## src/rtl/jtbubl_vtiming.sv

```systemverilog
// jtbubl_vtiming: pixel/line counters, blanking, syncs and frame counter for the video timing chain.
module jtbubl_vtiming #(
    parameter int W         = 9,
    parameter int CEN_DIV   = 8,
    parameter int H_END     = 383,
    parameter int H_ACT     = 256,
    parameter int HS_START  = 300,
    parameter int HS_LEN    = 32,
    parameter int V_START   = 16,
    parameter int V_END     = 279,
    parameter int VB_START  = 240,
    parameter int VB_END    = 16,
    parameter int VS_START  = 255,
    parameter int VS_LEN    = 3,
    parameter int BLANK_DLY = 2
) (
    input  logic         clk,
    input  logic         rst,
    output logic         pxl_cen,
    output logic         pxl2_cen,
    output logic [W-1:0] hdump,
    output logic [W-1:0] vdump,
    output logic [W-1:0] vrender,
    output logic         LHBL,
    output logic         LVBL,
    output logic         HS,
    output logic         VS,
    output logic         LHBL_dly,
    output logic         LVBL_dly,
    output logic         Hinit,
    output logic         Vinit,
    output logic [7:0]   frame_cnt
);
    if (W < 1 || H_END >= 2**W || V_END >= 2**W || V_END <= V_START || CEN_DIV < 2 || CEN_DIV % 2 != 0 ||
        H_ACT > H_END + 1 || HS_LEN < 1 || HS_START + HS_LEN > H_END + 1 || VS_LEN < 1 ||
        VS_START < V_START || VS_START + VS_LEN > V_END || BLANK_DLY < 0 || BLANK_DLY > 15) begin : g_bad
        $error("jtbubl_vtiming: illegal parameter set");
    end

    localparam int DW = $clog2(CEN_DIV);
    localparam logic [DW-1:0] DIV_LAST = DW'(CEN_DIV - 1);
    localparam logic [DW-1:0] DIV_HALF = DW'(CEN_DIV / 2 - 1);
    localparam logic [W-1:0] HE  = W'(H_END);
    localparam logic [W-1:0] VE  = W'(V_END);
    localparam logic [W-1:0] VS0 = W'(V_START);
    localparam logic [W-1:0] VR0 = W'(V_START + 1);
    // Upper bounds may equal 2**W, so window compares use one extra bit
    localparam logic [W:0] HA  = (W+1)'(H_ACT);
    localparam logic [W:0] HSS = (W+1)'(HS_START);
    localparam logic [W:0] HSE = (W+1)'(HS_START + HS_LEN);
    localparam logic [W:0] VBE = (W+1)'(VB_END);
    localparam logic [W:0] VBS = (W+1)'(VB_START);
    localparam logic [W:0] VSS = (W+1)'(VS_START);
    localparam logic [W:0] VSE = (W+1)'(VS_START + VS_LEN);
    localparam logic LH0 = H_ACT > 0;
    localparam logic LV0 = V_START >= VB_END && V_START < VB_START;

    logic [DW-1:0] div_q, div_d;
    logic          cen_q, cen2_q;
    logic [W-1:0]  h_q, h_d, v_q, v_d, vr_q;
    logic [W:0]    hx, vx;
    logic          lhbl_q, lvbl_q, hs_q, vs_q, hinit_q, vinit_q, vtop_d;
    logic [7:0]    frame_q;

    always_comb begin
        div_d  = div_q == DIV_LAST ? '0 : div_q + 1'b1;
        h_d    = h_q == HE ? '0 : h_q + 1'b1;
        v_d    = h_q != HE ? v_q : v_q == VE ? VS0 : v_q + 1'b1;
        hx     = {1'b0, h_d};
        vx     = {1'b0, v_d};
        vtop_d = h_d == '0 && v_d == VS0;
    end

    always_ff @(posedge clk) begin
        if (rst) begin
            div_q   <= '0;
            cen_q   <= 1'b0;
            cen2_q  <= 1'b0;
            h_q     <= '0;
            v_q     <= VS0;
            vr_q    <= VR0;
            lhbl_q  <= LH0;
            lvbl_q  <= LV0;
            hs_q    <= 1'b0;
            vs_q    <= 1'b0;
            hinit_q <= 1'b0;
            vinit_q <= 1'b0;
            frame_q <= '0;
        end else begin
            div_q  <= div_d;
            cen_q  <= div_d == DIV_LAST;
            cen2_q <= div_d == DIV_LAST || div_d == DIV_HALF;
            if (cen_q) begin
                h_q     <= h_d;
                v_q     <= v_d;
                vr_q    <= v_d == VE ? VS0 : v_d + 1'b1;
                lhbl_q  <= hx < HA;
                lvbl_q  <= vx >= VBE && vx < VBS;
                hs_q    <= hx >= HSS && hx < HSE;
                vs_q    <= hx == HSS ? vx >= VSS && vx < VSE : vs_q;
                hinit_q <= h_d == '0;
                vinit_q <= vtop_d;
                frame_q <= frame_q + 8'(vtop_d);
            end
        end
    end

    if (BLANK_DLY == 0) begin : g_nodly
        assign LHBL_dly = lhbl_q;
        assign LVBL_dly = lvbl_q;
    end else begin : g_dly
        logic [BLANK_DLY-1:0] hsr_q, vsr_q;
        always_ff @(posedge clk) begin
            if (rst) begin
                hsr_q <= {BLANK_DLY{LH0}};
                vsr_q <= {BLANK_DLY{LV0}};
            end else if (cen_q) begin
                hsr_q <= (hsr_q << 1) | BLANK_DLY'(lhbl_q);
                vsr_q <= (vsr_q << 1) | BLANK_DLY'(lvbl_q);
            end
        end
        assign LHBL_dly = hsr_q[BLANK_DLY-1];
        assign LVBL_dly = vsr_q[BLANK_DLY-1];
    end

    assign pxl_cen   = cen_q;
    assign pxl2_cen  = cen2_q;
    assign hdump     = h_q;
    assign vdump     = v_q;
    assign vrender   = vr_q;
    assign LHBL      = lhbl_q;
    assign LVBL      = lvbl_q;
    assign HS        = hs_q;
    assign VS        = vs_q;
    assign Hinit     = hinit_q;
    assign Vinit     = vinit_q;
    assign frame_cnt = frame_q;
endmodule

```

## config.mk

```make
export PLATFORM = sky130hd
export DESIGN_NAME = jtbubl_vtiming
export DESIGN_NICKNAME = d
export VERILOG_FILES = /design/src/rtl/jtbubl_vtiming.sv
export SDC_FILE = /design/constraint.sdc
export NUM_CORES = 1
export LEC_CHECK = 0
export CAP_MARGIN = 20
export CORE_MARGIN = 4
export CORE_UTILIZATION = 30
export DETAILED_ROUTE_END_ITERATION = 6
export SYNTH_ARGS = -nofsm -noshare
export SYNTH_HDL_FRONTEND = slang
export SYNTH_SLANG_ARGS = --single-unit
```

## constraint.sdc

```tcl
create_clock -name clk -period 7.6 [get_ports clk]
set_clock_uncertainty 0.15 [all_clocks]
set_input_delay 1.52 -clock clk [delete_from_list [all_inputs] [get_ports clk]]
set_output_delay 1.52 -clock clk [all_outputs]
set_load 0.005 [all_outputs]
```

# ---- After elaboration in Yosys (flattened, before gate mapping)
# Index checks and enable logic that the tools add are counted.
dict set report totals {
  regBits 50
  in_bits 2
  output_inout_bits 45
  word_cells 50
}
dict set report classes {
  add_sub_neg 5
  magnitude_cmp 7
  n_eq_ne 9
  mux 5
  bitwise_logic 2
  n_reduce_logical 7
}
# operator n
set ops {}
lappend ops {{9-bit equality test (second input constant)} 4}
lappend ops {{9-bit two-way mux} 4}
lappend ops {{9-bit by 1-bit adder with 9-bit output (second input constant)} 3}
lappend ops {{9-bit < comparator (second input constant)} 3}
lappend ops {{9-bit by 5-bit equality test with 1-bit output (second input constant)} 1}
lappend ops {{9-bit by 5-bit >= comparator with 1-bit output (second input constant)} 1}
lappend ops {{9-bit by 8-bit >= comparator with 1-bit output (second input constant)} 1}
lappend ops {{9-bit >= comparator (second input constant)} 1}
lappend ops {{9-bit zero test} 1}
lappend ops {{9-bit by 8-bit < comparator with 1-bit output (second input constant)} 1}
lappend ops {{9-bit inequality test (second input constant)} 1}
lappend ops {{8-bit by 1-bit adder with 8-bit output} 1}
lappend ops {{3-bit equality test (second input constant)} 2}
lappend ops {{1-bit logical AND} 4}
lappend ops {{2-bit by 1-bit OR with 2-bit output} 2}
lappend ops {{3-bit by 1-bit adder with 3-bit output (second input constant)} 1}
lappend ops {{3-bit by 2-bit equality test with 1-bit output (second input constant)} 1}
lappend ops {{3-bit two-way mux} 1}
lappend ops {{2-bit AND reduction} 1}
lappend ops {{1-bit logical OR} 1}

# ---- Longest topological paths before layout
# Gate-level depths: netlist of the first run.
dict set report logic_depth {
  word_depth 6
  depth_mapped 14
  mapped_depth_nobuf 13
}

# ---- Worst setup path after synthesis of the first run
# Ideal clock, no wire load.
dict set report synth_timing {
  path_kind {reg2reg}
  from {register h_q[0], in the netlist hdump[0]}
  to {register frame_q[7], in the netlist frame_cnt[7]}
  setup_ns 0.070
  arrival_ns 3.501
  required_time_ns 7.380
  slack_ns 3.879
  stages_incl_launch_ff 13
  path_buffers 1
  synth_period_minus_slack_ns 3.721
  path_cell_list {dfxtp_1 ha_1 buf_2 nand4_1 nor4_1 mux2_2 or4_4 or2_1 nor3_1 ha_1 nand4_1 or3_1 a21oi_1}
}
dict set report synth_between {
  elab_chain_cells 5
  word_cells_on_any_way 9
  classes_between {add/sub: 2; eq/ne: 3; mux: 2; reduce/logical: 2}
}
# item line
set synth_lines {}
lappend synth_lines {{start, declared} 60} ;# logic [W-1:0] h_q, h_d, v_q, v_d, vr_q;
lappend synth_lines {{start signal, assigned} 79} ;# h_q <= '0;
lappend synth_lines {{start signal, assigned} 94} ;# h_q <= h_d;
lappend synth_lines {{9-bit by 1-bit adder with 9-bit output, or another cell as far along} 67} ;# h_d = h_q == HE ? '0 : h_q + 1'b1;
lappend synth_lines {{9-bit two-way mux, on equally long branches} {67, 68}}
lappend synth_lines {{9-bit zero test or 9-bit by 5-bit equality test with 1-bit output (tied branches)} 71} ;# vtop_d = h_d == '0 && v_d == VS0;
lappend synth_lines {{1-bit logical AND *} 71}
lappend synth_lines {{named net vtop_d} 62} ;# logic lhbl_q, lvbl_q, hs_q, vs_q, hinit_q, vinit_q, vtop_d;
lappend synth_lines {{8-bit by 1-bit adder with 8-bit output *} 103} ;# frame_q <= frame_q + 8'(vtop_d);
lappend synth_lines {{end signal, assigned} 103}
lappend synth_lines {{end, declared} 63} ;# logic [7:0] frame_q;
# Mark *: on every way through the listed nets, which the timed path passes. The rest lies on a longest branch.
# A chain may end at the register's enable or synchronous reset.

# ---- Worst setup path after layout of the first run
# Ends and elaborated chain as after synthesis.

==> metrics.yaml, run 1 <==
ys_types: 55
die-area_um2: 10700
synth_area_leaders: "dfxtp_1 37%, nor2_1 5.1%, ha_1 5.1%"
firstDrtPassIters: 4
crit_arrival_ns: 4.21
cts_root_buf: "clkbuf_8"
fin_crit_ns: 4.12
cts_setup_buffers: 0
multi_input_area_um2: 1600
syn_avg_cell_area_um2: 8.65
clock-sinks: 50
synth_top_cell_by_area: "dfxtp_1"
min-delay-start: "Hinit"
htreeDepth: 2
critPathMaxFanout: 8
synth_nets: 328
overflow: 0
worstRegToRegCells: 11
insertion_delay_ns: 0.31
crit_type: "reg -> reg"
tightestPinTransition_ns: 0.760
met1_length_um: 3490
die_h_um: 103
power_frac_clock_pct: 40.2
hold_path_depth: 2
setup_tns_ns: 0
p_sw_share_pct: 22.8
synth_top_area_share_pct: 36.7
status: "complete, no violations"
synthTopCellsByCount: "50 x dfxtp_1, 37 x nor2_1, 21 x nand2_1, 19 x a21oi_1, 14 x nand3_1"
ios: 47
cts.reportedPaths.clkPinSlew_ns: 0.10
grt_first_pass_wirelength_um: 11700
core_um2: 8760
async_flop_share_pct: 0
port_buffers: 46
r2r_start: "hdump[0]"
yosysMostFrequentCell: "dfxtp_1"
start_util_pct: 31.1
hold_viol_final: 0
grt_pass1_vias: 2307
num_rows: 34
syn_inst: 315
finalWorstSetupSlack_ns: 3.48
dr_total_vias: 2399
drive_gt1_share_pct: 5.97
regToRegEndpoint: "frame_cnt[7]"
wl_per_cell_um: 15.2
syn-cell-area_um2: 2730
chipWidth_um: 103
synth_seq_cells: 50
ant_nets: 0
wl_met2_um: 3090
layout.nets: 364
r2r_setup_slack_ns: 3.48
seq_power_share_pct: 55.8
gp_congestion: 0.871
grtUsageTotal_pct: 13.7
synthFlopType: "dfxtp_1"
yosysWarnings: 0
viasPerCell: 5.22
wl_met3_um: 339
seq_area_frac_synth_pct: 36.7
post_cts_resize_count: 0
ir_worst_vdd_mv: 0.0885
fillers: 886
min_to: "Hinit"
fmax_mhz: 243
grt_antenna_before_repair: 0
rsz0062_at_grt: "false"
setup_viol: 0
slew_headroom_pct: 49.2
final_max_slew_viol_count: 0
dpl.hpwl_um: 4930
critPathLaunchType: "flip-flop"
syn_to_final_growth_pct: 23.4
grt_max_degree: 44
maxCapViolCount: 0
leakage_uw: 0.00118
dp_slack_ns: 3.50
cts_hold_buf: 0
topRoutingLayerUsed: "met4"
drc_errors: 0
regArea_um2: 1000
cp.required_ns: 7.69
power_switching_uw: 109
drt_iter0_markers: 138
pwr_density_cell_nw_per_um2: 143
synth_edf_count: 0
cts_tree: "done"
hold_path_class: "reg -> reg"
antenna_cells: 0
finalCritPeriodShare_pct: 54.2
end_kind: "flip-flop"
internal_power_uw: 370
ctsLongestPathBuffers: 2
pwr-share-comb_pct: 4.0
drt-total-wl_um: 7000
cts_buffers: 5
-- routing by layer --
layer	track usage, %	vias to the layer above
li1	-	1204
met1	19.7	1126
met2	21.0	60
met3	2.75	9
met4	3.69	0
met5	0	-
-- worst max-delay path, stage by stage, from the launching register on --
cell and delay, ns:
dfxtp_1 0.41, ha_1 0.35, nand4_1 0.29, nor4_1 0.51, mux2_2 0.42, or4_4 0.51
or2_1 0.26, nor3_1 0.21, ha_1 0.21, nand4_1 0.20, or3_1 0.41, a21oi_1 0.14
-- cell usage in the layout (no fill, tap or decap), types with 2 or more instances in the layout --
cell type	instances
clkinvlp_4	2
nor4b_1	2
xnor2_1	8
a211oi_1	6
nor3_1	7
nor2b_1	2
and2_1	2
o21ai_0	6
clkdlybuf4s50_1	46
nand2_1	21
o21ai_1	2
nand4_1	8
nor4_1	6
and4b_1	2
mux2_2	2
nand2b_1	2
a21oi_1	19
o41ai_1	2
nand4b_1	3
a31oi_1	4
or3_1	5
or4_4	2
clkbuf_8	5
mux2i_1	13
a31o_1	3
and3_1	8
o21a_1	2
or2_1	2
dfxtp_1	50
a41o_1	2
nor2_1	37
buf_4	2
xor2_1	13
nand3_1	14
ha_1	11
o211ai_1	3
inv_1	9
-- flip-flops by register name, summed over array words and instances (netlist names) --
register,flops
vrender,9
Hinit,1
VS,1
pxl2_cen,1
LHBL,1
pxl_cen,1
LVBL,1
Vinit,1
div_q,3
frame_cnt,8
vdump,9
g_dly.vsr_q,2
hdump,9
g_dly.hsr_q,2
HS,1
-- worst max-delay path by stage --
| stage | start | endpoint | cells after the start |
|---|---|---|---|
| finish | hdump[0] | frame_cnt[7] | 11 |
| global route | hdump[0] | frame_cnt[7] | 11 |
| CTS | hdump[0] | frame_cnt[7] | 11 |
| detailed placement | hdump[0] | frame_cnt[7] | 11 |
| global placement | hdump[0] | frame_cnt[7] | 11 |
| floorplan | hdump[0] | frame_cnt[7] | 12 |
-- kinds of logic after synthesis --
group                      synth area share (%)
adders and majority gates                  5.05
AOI/OAI and AO/OA                          15.2
xor gates and xnor gates                   6.75
muxes                                      5.60
buffers and inverters                      4.45
DFF                                        36.7
and+or+nand+nor                            26.2
-- per-stage QoR --
stage	std cells	total power (µW)	util, %	instance area, µm²	hold slack (ns)
after global routing	460	501	38.4	3360	0.338
after CTS	460	487	38.4	3360	0.327
after global placement	452	292	37.1	3250	0.300
after floorplan	315	285	-	2730	0.278
after detailed placement	452	293	37.1	3250	0.307
final	460	479	38.4	3360	0.322
-- layout make-up --
type / instances / area share, %
clock buffers: 5 / 2.05
clock inverters: 3 / 1.34
inverters: 9 / 1.00
multi-input cells: 237 / 47.7
flip-flops and latches: 50 / 29.8
well taps: 108 / 4.02
repair buffers: 48 / 14.1
-- power groups by stage --
stage	Combinational, µW	Sequential, µW	Clock (µW)
5_1_grt	21.6	268	211
3_3_place_gp	19.0	273	0
4_1_cts	19.5	268	200
6_report	19.0	268	193
3_5_place_dp	19.4	274	0
2_1_floorplan	12.2	273	0
Power figures use the tool's default switching activity.
==> run 2: changes to the inputs <==
==> constraint.sdc (replaced) <==
create_clock -name clk -period 4.05 [get_ports clk]
set_clock_uncertainty 0.15 [all_clocks]
set_input_delay 0.81 -clock clk [delete_from_list [all_inputs] [get_ports clk]]
set_output_delay 0.81 -clock clk [all_outputs]
set_load 0.005 [all_outputs]
==> metrics.yaml, run 2 (synthesized netlist as in run 1, its figures left out) <==
cts.reportedPaths.clkPinSlew_ns: 0.10  # about the same
final_common_cell: "dfxtp_1"  # unchanged
drc_errors: 0  # unchanged
die_h_um: 103  # unchanged
grt_pass1_vias: 2355  # was 2307
power_frac_clock_pct: 37.3  # was 40.2%
fin_crit_ns: 3.79  # was 4.12 ns
maxCapViolCount: 0  # unchanged
r2r_start: "vdump[3]"  # was hdump[0]
power_switching_uw: 220  # was 109 µW
critPathLaunchType: "flip-flop"  # unchanged
crit_type: "reg -> reg"  # unchanged
leakage_uw: 0.00127  # was 0.00118 µW
regToRegEndpoint: "frame_cnt[7]"  # unchanged
drt_iter0_markers: 128  # was 138
ir_worst_vdd_mv: 0.146  # was 0.0885 mV
firstDrtPassIters: 4  # unchanged
fmax_mhz: 264  # was 243 MHz
crit_end: "frame_cnt[7]"  # unchanged
grt_max_degree: 43  # was 44
cts_tree: "done"  # unchanged
ios: 47  # unchanged
cp.required_ns: 4.16  # was 7.69 ns
fillers: 899  # was 886
core_um2: 8760  # unchanged
chipWidth_um: 103  # unchanged
slew_headroom_pct: 53.2  # was 49.2%
dr_total_vias: 2475  # was 2399
hold_viol_final: 0  # unchanged
setup_viol: 0  # unchanged
setup_tns_ns: 0  # unchanged
drt-total-wl_um: 7220  # was 7000 µm
crit_start: "vdump[3]"  # was hdump[0]
internal_power_uw: 639  # was 370 µW
final_max_slew_viol_count: 0  # unchanged
start_util_pct: 31.1  # unchanged
wl_per_cell_um: 15.1  # was 15.2 µm
finalCritPeriodShare_pct: 93.5  # was 54.2%
seq_power_share_pct: 58.3  # was 55.8%
die-area_um2: 10700  # unchanged
pwr-share-comb_pct: 4.3  # was 4.0%
status: "complete, no violations"  # unchanged
r2r_setup_slack_ns: 0.26  # was 3.48 ns
viasPerCell: 5.19  # was 5.22
syn_to_final_growth_pct: 27.4  # was 23.4%
grtUsageTotal_pct: 14.1  # was 13.7%
dp_slack_ns: 0.283  # was 3.50 ns
end_kind: "flip-flop"  # unchanged
pwr_density_cell_nw_per_um2: 248  # was 143 nW/µm²
ant_nets: 0  # unchanged
gp_congestion: 0.933  # was 0.871
crit_arrival_ns: 3.90  # was 4.21 ns
final_cell_mix: "49 x dfxtp_1, 46 x clkdlybuf4s50_1, 37 x nor2_1"  # was 50 x dfxtp_1, 46 x clkdlybuf4s50_1, 37 x nor2_1
critPathMaxFanout: 9  # was 8
drive_gt1_share_pct: 10.6  # was 5.97%
grt_first_pass_wirelength_um: 11800  # was 11700 µm
num_rows: 34  # unchanged
ctsLongestPathBuffers: 2  # unchanged
rsz0062_at_grt: "false"  # unchanged
grt_antenna_before_repair: 0  # unchanged
layout.nets: 381  # was 364
p_sw_share_pct: 25.6  # was 22.8%
tightestPinTransition_ns: 0.692  # was 0.760 ns
clock-sinks: 50  # unchanged
worstRegToRegCells: 11  # unchanged
hold_path_class: "reg -> reg"  # unchanged
cts_root_buf: "clkbuf_8"  # unchanged
overflow: 0  # unchanged
port_buffers: 46  # unchanged
insertion_delay_ns: 0.32  # was 0.31 ns
hold_path_depth: 1  # was 2
dpl.hpwl_um: 5170  # was 4930 µm
cts_buffers: 5  # unchanged
antenna_cells: 0  # unchanged
finalWorstSetupSlack_ns: 0.262  # was 3.48 ns
htreeDepth: 2  # unchanged
## run 2: stage by stage
stage          total power, µW  instance area, µm²  utilization [%]  instances  hold WS, ns
2_1_floorplan              535                2730                -        315        0.278
3_3_place_gp               549                3360             38.3        467        0.300
3_5_place_dp               550                3360             38.3        467        0.301
4_1_cts                    871                3460             39.4        475        0.325
5_1_grt                    893                3470             39.6        477        0.335
6_report                   860                3470             39.6        477        0.326
## run 2: layout make-up
type / instances / area, µm² / share of cell area [%]
clock buffer: 5 / 68.8 / 1.98
clock inverter: 3 / 26.3 / 0.757
inverter: 9 / 33.8 / 0.973
multi-input combinational: 237 / 1600 / 46.2
sequential: 50 / 1000 / 28.9
tap: 108 / 135 / 3.89
timing repair buffer: 65 / 603 / 17.4
## run 2: critical path: stages (launching register included)
cell and delay [ns]:
dfxtp_1 0.51, nand4_1 0.29, nor4_1 0.31, buf_4 0.17
mux2_2 0.36, or4_4 0.51, or2_1 0.26, nor3_1 0.23
ha_1 0.21, nand4_1 0.19, or3_1 0.41, a21oi_1 0.14
## run 2: how the worst min path moves through the flow
stage                        start        to  slack [ns]
final                     div_q[0]  div_q[0]        0.33
after global routing      div_q[0]  div_q[0]        0.34
after CTS                 div_q[0]  div_q[0]        0.32
after detailed placement  div_q[0]  div_q[0]        0.30
after global placement    div_q[0]  div_q[0]        0.30
after floorplan           div_q[0]  div_q[0]        0.28
## run 2: repair_timing
item | 4_1_cts | 5_1_grt
buffers inserted | 0 | 2
gates resized for setup | 0 | 1
setup endpoints to repair | 0 | 2
hold endpoints to repair | 0 | 0
hold buffers | 0 | 0
## run 2: power by group through the flow
stage | clock network (µW) | registers (µW) | logic [µW]
after detailed placement | 0 | 513 | 37.7
after global placement | 0 | 512 | 36.8
after floorplan | 0 | 512 | 22.9
after CTS | 332 | 501 | 38.0
after global routing | 349 | 502 | 41.8
final | 321 | 501 | 37.1
## run 2: routing by layer
layer  track usage [%]  wire length [µm]  vias to the layer above
met5                 0                 0                        -
met4              3.98               119                        0
met3              3.22               368                       12
met2              21.0              3100                       58
met1              20.3              3640                     1160
li1                  -                 -                     1245
==> run 3: changes to the inputs <==
--- a/config.mk
+++ b/config.mk
@@ -9,6 +9,8 @@
 export CORE_MARGIN = 4
 export CORE_UTILIZATION = 30
 export DETAILED_ROUTE_END_ITERATION = 6
+export DONT_BUFFER_PORTS = 1
+export SETUP_SLACK_MARGIN = 0.02
 export SYNTH_ARGS = -nofsm -noshare
 export SYNTH_HDL_FRONTEND = slang
 export SYNTH_SLANG_ARGS = --single-unit
==> metrics.yaml, run 3 (synthesized netlist as in run 1, its figures left out) <==
chipWidth_um: 103  # unchanged
start_util_pct: 31.1  # unchanged
grt_max_degree: 43  # unchanged
maxCapViolCount: 0  # unchanged
setup_tns_ns: 0  # unchanged
num_rows: 34  # unchanged
dp_cells: 424  # was 467
setup_viol: 0  # unchanged
syn_to_final_growth_pct: 10.6  # was 27.4%
final_cell_mix: "50 x dfxtp_1, 37 x nor2_1, 21 x nand2_1"  # was 49 x dfxtp_1, 46 x clkdlybuf4s50_1, 37 x nor2_1
insertion_delay_ns: 0.30  # was 0.32 ns
viasPerCell: 5.44  # was 5.19
wl_per_cell_um: 16.4  # was 15.1 µm
min_to: "div_q[0]"  # unchanged
grt_antenna_before_repair: 0  # unchanged
drc_errors: 0  # unchanged
ctsLongestPathBuffers: 2  # unchanged
cts.reportedPaths.clkPinSlew_ns: 0.10  # about the same
pwr_density_cell_nw_per_um2: 274  # was 248 nW/µm²
status: "complete, no violations"  # unchanged
grt_first_pass_wirelength_um: 11500  # was 11800 µm
cts_setup_buffers: 0  # unchanged
dpl.hpwl_um: 5090  # was 5170 µm
htreeDepth: 2  # unchanged
rsz0062_at_grt: "false"  # unchanged
fin_cells: 432  # was 477
fin_crit_ns: 3.74  # was 3.79 ns
post_cts_resize_count: 0  # unchanged
crit_type: "reg -> reg"  # unchanged
crit_buf_inv: 1  # unchanged
hold_path_depth: 1  # unchanged
grtUsageTotal_pct: 13.7  # was 14.1%
slew_headroom_pct: 44.3  # was 53.2%
critPathLaunchType: "flip-flop"  # unchanged
crit_chain: "ha_1 -> nand4_1 -> nor4_1 -> buf_4 -> mux2_2 -> or4_4 -> or2_1 -> nor3_1 -> ha_1 -> nand4_1 -> or3_1 -> a21oi_1"  # was nand4_1 -> nor4_1 -> buf_4 -> mux2_2 -> or4_4 -> or2_1 -> nor3_1 -> ha_1 -> nand4_1 -> or3_1 -> a21oi_1
drive_gt1_share_pct: 12.0  # was 10.6%
cts_buffers: 5  # unchanged
crit_arrival_ns: 3.83  # was 3.90 ns
slowest_stage: "or4_4"  # was dfxtp_1
critPathMaxFanout: 5  # was 9
leakage_uw: 0.00111  # was 0.00127 µW
firstDrtPassIters: 4  # unchanged
worstRegToRegCells: 12  # was 11
layout.nets: 336  # was 381
cts_hold_buf: 0  # unchanged
finalCritPeriodShare_pct: 92.4  # was 93.5%
cts_root_buf: "clkbuf_8"  # unchanged
core_um2: 8760  # unchanged
regToRegEndpoint: "frame_cnt[7]"  # unchanged
antenna_cells: 0  # unchanged
port_buffers: 0  # was 46
drt-total-wl_um: 7080  # was 7220 µm
grt_pass1_vias: 2183  # was 2355
overflow: 0  # unchanged
die-area_um2: 10700  # unchanged
drt_iter0_markers: 132  # was 128
hold_path_class: "reg -> reg"  # unchanged
tightestPinTransition_ns: 0.827  # was 0.692 ns
hold_viol_final: 0  # unchanged
dr_total_vias: 2351  # was 2475
regArea_um2: 1000  # about the same
min-delay-start: "div_q[0]"  # unchanged
cts_tree: "done"  # unchanged
cp.required_ns: 4.14  # was 4.16 ns
r2r_setup_slack_ns: 0.31  # was 0.26 ns
fillers: 934  # was 899
final_common_cell: "dfxtp_1"  # unchanged
die_h_um: 103  # unchanged
cp.depth: 12  # was 11
r2r_start: "hdump[0]"  # was vdump[3]
ant_nets: 0  # unchanged
ios: 47  # unchanged
slowest_delay_ns: 0.51  # about the same
crit_family: "simple AND/OR/NAND/NOR gates"  # unchanged
clock-sinks: 50  # unchanged
end_kind: "flip-flop"  # unchanged
fmax_mhz: 267  # was 264 MHz
ir_worst_vdd_mv: 0.129  # was 0.146 mV
final_max_slew_viol_count: 0  # unchanged
gp_congestion: 0.855  # was 0.933
multi_input_area_um2: 1600  # unchanged
## run 3: cell count changes in the layout (fill, tap and decap cells not counted), sizes merged
| cell | change |
|---|---|
| clkinvlp | +1 |
| clkinv | +1 |
| inv | -2 |
| clkdlybuf4s50 | -46 |
| buf | +1 |
## run 3: metrics by stage
step	instance area, µm²	hold WS (ns)	utilization [%]	setup slack (ns)	total power [µW]
after floorplan	2730	0.278	-	0.329	535
after global placement	2920	0.293	33.4	0.440	537
after detailed placement	2920	0.290	33.4	0.349	538
after CTS	3010	0.311	34.4	0.290	841
after global routing	3010	0.322	34.4	0.0628	863
final	3010	0.319	34.4	0.307	826
## run 3: worst reg2reg max path: cells and delay by family, from the launching register on
kind                     cells  cell delay, ns
buffers and inverters        1            0.19
adder cells (fa/ha/maj)      2            0.38
AND/OR/NAND/NOR              7            2.14
multiplexers                 1            0.35
AO/OA/AOI/OAI                1            0.14
flip-flops                   1            0.35
## run 3: area by class of cell
type,instances,share of cell area [%]
Multi-Input combinational cell,237,53.2
Sequential cell,50,33.2
Timing Repair Buffer,20,4.98
Tap cell,108,4.49
Clock buffer,5,2.28
Inverter,9,1.12
Clock inverter,3,0.706
## run 3: report_power, final
group	switching, µW	internal (µW)
clock	178	122
sequential	4.81	497
combinational	15.5	9.46
## run 3: worst max path at each step
stage                     startpoint            to
after global routing        vdump[5]  frame_cnt[7]
after floorplan             hdump[0]  frame_cnt[7]
after CTS                   hdump[0]  frame_cnt[7]
after global placement      hdump[0]  frame_cnt[7]
after detailed placement    hdump[0]  frame_cnt[7]
final                       hdump[0]  frame_cnt[7]
## run 3: layer usage
metal | vias to the layer above | track usage [%] | wire [µm]
met5 | - | 0 | 0
met4 | 0 | 3.88 | 106
met3 | 9 | 4.96 | 633
met2 | 69 | 20.0 | 3070
met1 | 1118 | 18.9 | 3270
li1 | 1155 | - | -
